==> src/rtl/eth_link_manager.sv <==
// Bring-up and recovery sequencer for a 10G Ethernet GTX transceiver path.
// Sequences soft/RX resets, waits for reset-done and block lock, retries on timeout.
module eth_link_manager #(
    parameter int RST_PULSE_CYCLES = 64,
    parameter int DONE_TIMEOUT     = 1048576,
    parameter int LOCK_TIMEOUT     = 262144,
    parameter int LOCK_STABLE      = 1024,
    parameter int MAX_RETRIES      = 7
) (
    input  logic        i_sys_clk,
    input  logic        i_sys_reset_n,
    input  logic        i_enable,
    input  logic        i_tx_reset_done,
    input  logic        i_rx_reset_done,
    input  logic        i_rx_block_lock,
    input  logic [2:0]  i_loopback_req,
    input  logic        i_loopback_update,
    output logic        o_gtx_soft_reset,
    output logic        o_gtx_rx_reset,
    output logic [2:0]  o_gtx_loopback,
    output logic        o_link_up,
    output logic        o_fail,
    output logic [2:0]  o_state,
    output logic [3:0]  o_retry_cnt,
    output logic [15:0] o_link_drop_cnt
);

    typedef enum logic [2:0] {
        ST_IDLE      = 3'd0,
        ST_TX_RST    = 3'd1,
        ST_WAIT_DONE = 3'd2,
        ST_WAIT_LOCK = 3'd3,
        ST_RX_RST    = 3'd4,
        ST_WAIT_RX   = 3'd5,
        ST_LINK_UP   = 3'd6,
        ST_FAIL      = 3'd7
    } state_e;

    localparam int CNT_MAX_A = (DONE_TIMEOUT > LOCK_TIMEOUT) ? DONE_TIMEOUT : LOCK_TIMEOUT;
    localparam int CNT_MAX   = (CNT_MAX_A > RST_PULSE_CYCLES) ? CNT_MAX_A : RST_PULSE_CYCLES;
    localparam int CNT_W     = $clog2(CNT_MAX);
    localparam int STB_W     = $clog2(LOCK_STABLE + 1);

    localparam logic [CNT_W-1:0] PULSE_LAST = CNT_W'(RST_PULSE_CYCLES - 1);
    localparam logic [CNT_W-1:0] DONE_LAST  = CNT_W'(DONE_TIMEOUT - 1);
    localparam logic [CNT_W-1:0] LOCK_LAST  = CNT_W'(LOCK_TIMEOUT - 1);
    localparam logic [STB_W-1:0] STABLE_N   = STB_W'(LOCK_STABLE);
    localparam logic [3:0]       RETRY_MAX  = 4'(MAX_RETRIES);

    state_e            state_q, state_d;
    logic [CNT_W-1:0]  cnt_q, cnt_d;
    logic [STB_W-1:0]  stable_q, stable_d;
    logic [3:0]        retry_q, retry_d;
    logic [15:0]       drop_cnt_q, drop_cnt_d;
    logic              fail_q, fail_d;
    logic [2:0]        loopback_q, loopback_d;
    logic              soft_reset_q, soft_reset_d;
    logic              rx_reset_q, rx_reset_d;
    logic              link_up_q, link_up_d;
    logic [2:0]        sync_meta_q, sync_meta_d;
    logic [2:0]        sync_q, sync_d;

    logic              tx_s, rx_s, lock_s;
    logic              timeout;
    state_e            timeout_target;
    logic              drop;

    assign tx_s   = sync_q[2];
    assign rx_s   = sync_q[1];
    assign lock_s = sync_q[0];

    always_comb begin
        // NOTE: every variable gets a default before any branch, so no path can infer a latch.
        sync_meta_d    = {i_tx_reset_done, i_rx_reset_done, i_rx_block_lock};
        sync_d         = sync_meta_q;
        state_d        = state_q;
        cnt_d          = (cnt_q == '1) ? cnt_q : cnt_q + 1'b1;
        stable_d       = stable_q;
        retry_d        = retry_q;
        drop_cnt_d     = drop_cnt_q;
        fail_d         = fail_q;
        loopback_d     = i_loopback_update ? i_loopback_req : loopback_q;
        timeout        = 1'b0;
        timeout_target = ST_TX_RST;
        drop           = 1'b0;

        if (!i_enable) begin
            state_d = ST_IDLE;
        end else if (i_loopback_update &&
                     (state_q inside {ST_WAIT_LOCK, ST_WAIT_RX, ST_LINK_UP})) begin
            // A new loopback mode needs a fresh RX path; this is neither a retry nor a drop.
            state_d = ST_RX_RST;
        end else begin
            case (state_q)
                ST_IDLE: begin
                    state_d = ST_TX_RST;
                    retry_d = '0;
                    fail_d  = 1'b0;
                end
                ST_TX_RST: begin
                    if (cnt_q == PULSE_LAST) state_d = ST_WAIT_DONE;
                end
                ST_WAIT_DONE: begin
                    if (tx_s && rx_s) begin
                        state_d = ST_WAIT_LOCK;
                    end else if (cnt_q == DONE_LAST) begin
                        timeout        = 1'b1;
                        timeout_target = ST_TX_RST;
                    end
                end
                ST_WAIT_LOCK: begin
                    if (!rx_s) begin
                        state_d = ST_RX_RST;
                    end else if (lock_s && stable_q == STABLE_N) begin
                        state_d = ST_LINK_UP;
                    end else if (cnt_q == LOCK_LAST) begin
                        timeout        = 1'b1;
                        timeout_target = ST_RX_RST;
                    end else begin
                        stable_d = lock_s ? stable_q + 1'b1 : '0;
                    end
                end
                ST_RX_RST: begin
                    if (cnt_q == PULSE_LAST) state_d = ST_WAIT_RX;
                end
                ST_WAIT_RX: begin
                    if (rx_s) begin
                        state_d = ST_WAIT_LOCK;
                    end else if (cnt_q == DONE_LAST) begin
                        timeout        = 1'b1;
                        timeout_target = ST_TX_RST;
                    end
                end
                ST_LINK_UP: begin
                    // A TX loss needs the full reset, so it wins over an RX-side loss.
                    if (!tx_s) begin
                        state_d = ST_TX_RST;
                        drop    = 1'b1;
                    end else if (!lock_s || !rx_s) begin
                        state_d = ST_RX_RST;
                        drop    = 1'b1;
                    end
                end
                ST_FAIL: begin
                    state_d = ST_FAIL;
                end
                default: begin
                    state_d = ST_IDLE;
                end
            endcase
        end

        if (timeout) begin
            if (retry_q == RETRY_MAX) begin
                state_d = ST_FAIL;
                fail_d  = 1'b1;
            end else begin
                state_d = timeout_target;
                retry_d = retry_q + 1'b1;
            end
        end

        if (drop && drop_cnt_q != 16'hFFFF) drop_cnt_d = drop_cnt_q + 1'b1;

        if (state_d != state_q) begin
            cnt_d    = '0;
            stable_d = '0;
            if (state_d == ST_LINK_UP) retry_d = '0;
        end

        soft_reset_d = (state_d inside {ST_IDLE, ST_TX_RST, ST_FAIL});
        rx_reset_d   = (state_d == ST_RX_RST);
        link_up_d    = (state_d == ST_LINK_UP);
    end

    // NOTE: state elements use non-blocking assignments so every flop samples pre-edge values.
    always_ff @(posedge i_sys_clk) begin
        if (!i_sys_reset_n) begin
            state_q      <= ST_IDLE;
            cnt_q        <= '0;
            stable_q     <= '0;
            retry_q      <= '0;
            drop_cnt_q   <= '0;
            fail_q       <= 1'b0;
            loopback_q   <= '0;
            soft_reset_q <= 1'b1;
            rx_reset_q   <= 1'b0;
            link_up_q    <= 1'b0;
            sync_meta_q  <= '0;
            sync_q       <= '0;
        end else begin
            state_q      <= state_d;
            cnt_q        <= cnt_d;
            stable_q     <= stable_d;
            retry_q      <= retry_d;
            drop_cnt_q   <= drop_cnt_d;
            fail_q       <= fail_d;
            loopback_q   <= loopback_d;
            soft_reset_q <= soft_reset_d;
            rx_reset_q   <= rx_reset_d;
            link_up_q    <= link_up_d;
            sync_meta_q  <= sync_meta_d;
            sync_q       <= sync_d;
        end
    end

    assign o_gtx_soft_reset = soft_reset_q;
    assign o_gtx_rx_reset   = rx_reset_q;
    assign o_gtx_loopback   = loopback_q;
    assign o_link_up        = link_up_q;
    assign o_fail           = fail_q;
    assign o_state          = state_q;
    assign o_retry_cnt      = retry_q;
    assign o_link_drop_cnt  = drop_cnt_q;

endmodule

==> config.mk <==
export PLATFORM = sky130hd
export DESIGN_NAME = eth_link_manager
export DESIGN_NICKNAME = d
export VERILOG_FILES = /design/src/rtl/eth_link_manager.sv
export SDC_FILE = /design/constraint.sdc
export NUM_CORES = 1
export LEC_CHECK = 0
export BUFFER_PORTS_ARGS = -buffer_cell sky130_fd_sc_hd__buf_4
export CAP_MARGIN = 20
export CORE_UTILIZATION = 50
export CTS_CLUSTER_SIZE = 25
export DETAILED_ROUTE_END_ITERATION = 6
export GPL_TIMING_DRIVEN = 0
export PLACE_DENSITY = 0.77
export SLEW_MARGIN = 20
export SYNTH_ARGS = -nofsm -noshare
export SYNTH_HDL_FRONTEND = slang
export SYNTH_SLANG_ARGS = --single-unit
==> constraint.sdc <==
create_clock -name i_sys_clk -period 3.6 [get_ports i_sys_clk]
set_input_delay 0 -clock i_sys_clk [delete_from_list [all_inputs] [get_ports i_sys_clk]]
set_output_delay 0 -clock i_sys_clk [all_outputs]
set_load 0.01 [all_outputs]
# After elaboration in Yosys (flattened, before gate mapping)
# Index checks and enable logic that the tools add are counted.
dict set report word_totals {
  inputBits 10
  reg_bits 67
  elab_cells 97
  output_inout_bits 30
}
dict set report op_classes {
  n_eq_ne 18
  n_mux 46
  add_sub_neg 4
  n_bitwise 4
  reduce_logical 13
}
# operator n
set op_table {}
lappend op_table {{3-bit 2-to-1 mux} 18}
lappend op_table {{4-bit 2-to-1 mux} 7}
lappend op_table {{3-bit one-hot mux with 8 select lines} 1}
lappend op_table {{3-bit equality test (second input constant)} 7}
lappend op_table {{20-bit by 1-bit adder with 20-bit output (second input constant)} 1}
lappend op_table {{20-bit by 18-bit equality test with 1-bit output (second input constant)} 1}
lappend op_table {{20-bit equality test (second input constant)} 1}
lappend op_table {{20-bit by 6-bit equality test with 1-bit output (second input constant)} 1}
lappend op_table {{1-bit 2-to-1 mux} 18}
lappend op_table {{16-bit by 1-bit adder with 16-bit output (second input constant)} 1}
lappend op_table {{16-bit inequality test (second input constant)} 1}
lappend op_table {{11-bit by 1-bit adder with 11-bit output (second input constant)} 1}
lappend op_table {{11-bit equality test (second input constant)} 1}
lappend op_table {{11-bit 2-to-1 mux} 1}
lappend op_table {{3-bit by 1-bit equality test with 1-bit output (second input constant)} 2}
lappend op_table {{3-bit by 2-bit equality test with 1-bit output (second input constant)} 2}
lappend op_table {{3-bit zero test} 2}
lappend op_table {{6-bit AND reduction} 1}
lappend op_table {{3-bit nonzero test} 2}
lappend op_table {{4-bit by 1-bit adder with 4-bit output (second input constant)} 1}
lappend op_table {{4-bit by 3-bit equality test with 1-bit output (second input constant)} 1}
lappend op_table {{1-bit logical AND} 4}
lappend op_table {{1-bit inverter} 4}
lappend op_table {{3-bit inequality test} 1}
lappend op_table {{4 further kinds} 5}

# Logic depth before layout (Yosys ltp)
dict set report logic_depth {
  depth_word 12
  mapped_depth 11
  depth_no_buf 9
}

# Worst setup path after synthesis
# Ideal clock, no wire load.
dict set report synth_timing {
  path_type {register to register}
  startpoint {register state_q[0], in the netlist o_state[0]}
  endpoint {register cnt_q[0]}
  stages_incl_launch_ff 10
  setup_slack_ns 0.990
  arrival_time_ns 2.484
  synth_period_minus_slack_ns 2.610
  path_cell_list {dfxtp_1 buf_2 nor2_1 a22o_1 or4b_1 a2111oi_0 a221oi_2 nand2_1 buf_2 nor4_2}
}
dict set report synth_via {
  elab_chain_cells 9
  word_cells_on_any_way 31
  classes_between {eq/ne: 8; mux: 19; reduce/logical: 4}
}
# element line_no
set synth_rtl {}
lappend synth_rtl {{from (decl)} 50} ;# state_e state_q, state_d;
lappend synth_rtl {{from (signal assigned)} 192} ;# state_q <= state_d;
lappend synth_rtl {{3-bit by 2-bit equality test with 1-bit output / 3-bit equality test (equally long branches)} {90, 94}}
lappend synth_rtl {{3-bit nonzero test} 90} ;# (state_q inside {ST_WAIT_LOCK, ST_WAIT_RX, ST_LINK_UP})) begin
lappend synth_rtl {{1-bit logical AND} 89} ;# end else if (i_loopback_update &&
lappend synth_rtl {{3-bit 2-to-1 mux} 89}
lappend synth_rtl {{3-bit 2-to-1 mux} 87} ;# if (!i_enable) begin
lappend synth_rtl {{3-bit 2-to-1 mux} 154} ;# if (retry_q == RETRY_MAX) begin
lappend synth_rtl {{3-bit 2-to-1 mux} 153} ;# if (timeout) begin
lappend synth_rtl {{3-bit inequality test (*)} 165} ;# if (state_d != state_q) begin
lappend synth_rtl {{2-bit OR reduction (no line) (*)} n/a}
lappend synth_rtl {{to (signal assigned)} 193} ;# cnt_q <= cnt_d;
lappend synth_rtl {{to (decl)} 51} ;# logic [CNT_W-1:0] cnt_q, cnt_d;
# Mark *: on every way between the ends. The rest lies on a longest branch, timed or not.
# A chain may end at the register's enable or synchronous reset.

# Final worst setup path
dict set report layout_timing {
  startpoint {register cnt_q[19]}
  endpoint {register stable_q[0]}
}
dict set report layout_via {
  elab_chain_cells 11
  word_cells_on_any_way 29
  classes_between {eq/ne: 4; mux: 22; bitwise: 1; reduce/logical: 2}
}
# element line_no
set layout_rtl {}
lappend layout_rtl {{20-bit by 18-bit equality test with 1-bit output} 116} ;# end else if (cnt_q == LOCK_LAST) begin
lappend layout_rtl {{3-bit 2-to-1 mux} 116}
lappend layout_rtl {{3-bit 2-to-1 mux} 114} ;# end else if (lock_s && stable_q == STABLE_N) begin
lappend layout_rtl {{3-bit 2-to-1 mux} 112} ;# if (!rx_s) begin
lappend layout_rtl {{3-bit 2-to-1 mux} n/a}
lappend layout_rtl {{3-bit 2-to-1 mux} 89}
lappend layout_rtl {{3-bit 2-to-1 mux} 87}
lappend layout_rtl {{3-bit 2-to-1 mux} 154}
lappend layout_rtl {{3-bit 2-to-1 mux} 153}
lappend layout_rtl {{3-bit inequality test} 165}
lappend layout_rtl {{2-bit OR reduction (no line)} n/a}
lappend layout_rtl {{to (signal assigned)} 194} ;# stable_q <= stable_d;
lappend layout_rtl {{to (decl)} 52} ;# logic [STB_W-1:0] stable_q, stable_d;
# Several ways; a longest one is shown, not always the timed one.

==> results.ini <==
[run_status]
status=finished clean

[timing]
fin_crit_ns=3.12
worst_pin_slew_ns=0.857
grt_setup_unrepaired=false
drv_slew=0
setup_viol=0
finClkSkew_ns=0.00898
period_share=0.866
fmax_mhz=321
slew_headroom=0.424
setup_ws_ns=0.483
hold_viol_final=0
setup_tns_ns=0

[power_and_ir_drop]
vdd_drop_max_uv=362
power_leakage_nw=1.62
p_per_area_nw_per_um2=304

[die]
rows=31
initial_core_util=0.525
die_width_um=89.9
io_pins=40
die_h_um=89.9
core-area_sq_um=7370
die_area_sq_um=8090

[placement]
place_hpwl_um=6810
gp_congestion=0.933
post_dp_cell_area_sq_um=4280
io_buffers=38
pre_cts_slack_ns=0.593

[grt]
gr-usage-met1=0.306
grt.busiest_layer=met2
antenna_found_initial=0
grt_pass1_vias=3377
grt_max_degree=12
grt_usage=0.239
overflow=0
grtUsageMet2=0.396
use_met3=0.0584
grt_pass1_wl_um=15900

[clocking]
hold_buffers=7
post-cts-setup-buffer-count=0
ctsRootBufferMaster=clkbuf_8
cts_tree=built
postCtsResizedCells=0
insertion_delay_ns=0.33
cts_buffers=9
path_clk_slew_ns=0.08
clock_sinks=67
cts_buffer_depth=2
h-tree-depth=3

[synth]
synth_edf_count=0
ys_warn_count=0
syn_avg_cell_area_sq_um=8.75
ys_seq_elements=67
async_flop_share=0
synth_cell_types=64
syn-cell-area_sq_um=3870
syn_inst=442
synth-seq-area-share=0.347
ys.flop_type=dfxtp_1
synth.net_count=457

[routing]
drcViolationCount=0
drt-pass1-iter-count=6
wl_per_cell_um=15.6
vias=3579
viasPerCell=5.95
ant_nets=0
routed_wl_um=9420
drt_iter0_drc=232

[setup_path]
cp_slowest_cell=or4b_1
critPathMaxFanout=10
arrival_ns=3.33
worstPathCellList=nor2_1, nand4_1, or4b_1, a2111oi_0, a221oi_2, nand2_1, buf_2, nor4_2
worstSetupPathType=reg2reg
crit_path_max_incr_delay_ns=0.61
end_kind=flop
cp.required_ns=3.81
crit_path_start_kind=flop

[final_layout]
final_util=0.612
final_cell_area_sq_um=4510
drive_gt1_frac=0.191
syn_to_final_growth_pct=16.6
nNetsFinal=513
antennaDiodeCount=0

[worst_hold_path]
hold_class=in2reg

[run]
max_cap_viol_count=0

## cell type report
class | instances | area [sq um]
Timing Repair Buffer | 45 | 355
Multi-Input combinational cell | 341 | 2360
Fill cell | 672 | 2860
Clock buffer | 11 | 131
Clock inverter | 5 | 30.0
Buffer | 21 | 119
Sequential cell | 67 | 1340
Tap cell | 99 | 124
Inverter | 13 | 48.8
## critical path: cells and delay by family (launching register included)
family	cells	cell delay, ns
DFF	1	0.37
buffers and inverters	1	0.34
AOI/OAI and AO/OA	2	0.77
and+or+nand+nor	5	1.50
## routing by layer
metal / vias to the layer above / part of all wire
met2: 109 / 0.49
met1: 1704 / 0.44
li1: 1742 / -
met3: 24 / 0.059
met4: 0 / 0.019
met5: - / 0
## power breakdown
group / switching, mW / internal [mW]
logic: 0.0502 / 0.0320
clock network: 0.289 / 0.247
registers: 0.00645 / 0.748
total: 0.345 / 1.03
## cells in the final DEF (no fill, tap or decap), types with 9 or more instances in the layout
cell type	netlist	final
dfxtp_1	67	67
nand2_1	40	40
buf_4	1	39
xnor2_1	30	30
nand3_1	26	26
nand4_1	25	25
and2_1	23	23
nor3_1	21	21
nor4_2	20	20
nor2_1	19	19
and3_1	17	17
inv_1	13	13
clkbuf_1	10	12
o21ai_0	11	11
clkbuf_8	0	9
## registers in the layout (all words and copies together), names as in the netlist, 3 cells and up
| name | cells |
|---|---|
| cnt_q | 20 |
| o_link_drop_cnt | 16 |
| stable_q | 11 |
| o_retry_cnt | 4 |
| o_gtx_loopback | 3 |
| o_state | 3 |
| sync_d | 3 |
| sync_q | 3 |
## synthesized netlist by cell type (6+ instances only)
library cell / count / area share
a21oi_1: 8 / 0.010
and2_1: 23 / 0.037
and3_1: 17 / 0.028
and4_1: 7 / 0.016
clkbuf_1: 10 / 0.0097
dfxtp_1: 67 / 0.35
inv_1: 13 / 0.013
mux2i_1: 7 / 0.018
nand2_1: 40 / 0.039
nand3_1: 26 / 0.034
nand4_1: 25 / 0.040
nor2_1: 19 / 0.018
nor3_1: 21 / 0.027
nor4_1: 8 / 0.013
nor4_2: 20 / 0.065
o21ai_0: 11 / 0.014
xnor2_1: 30 / 0.068
xor2_1: 6 / 0.014
## kinds of logic after synthesis
kind of cell	Yosys count	share of synthesized area
AOI/OAI and AO/OA	54	0.103
muxes	11	0.0327
adders and majority gates	5	0.0162
DFF	67	0.347
buffers and inverters	34	0.0434
and+or+nand+nor	234	0.372
xor gates and xnor gates	37	0.0858
## final timing paths
check | from | end | slack [ns] | cells after the start
hold / removal | i_enable | o_fail | 0.21 | 5
hold reg to reg | sync_d[1] | sync_q[1] | 0.45 | 1
setup reg to reg | cnt_q[19] | stable_q[0] | 0.48 | 8
setup / recovery | cnt_q[19] | stable_q[0] | 0.48 | 8
## metrics by stage
step / hold WS [ns] / cells / power [mW]
3_3_place_gp: 0.210 / 579 / 0.845
4_1_cts: 0.187 / 602 / 1.38
2_1_floorplan: 0.127 / 442 / 0.818
3_5_place_dp: 0.213 / 579 / 0.846
5_1_grt: 0.237 / 602 / 1.42
6_report: 0.210 / 602 / 1.37
No activity file was read; power rests on OpenSTA's default activity.
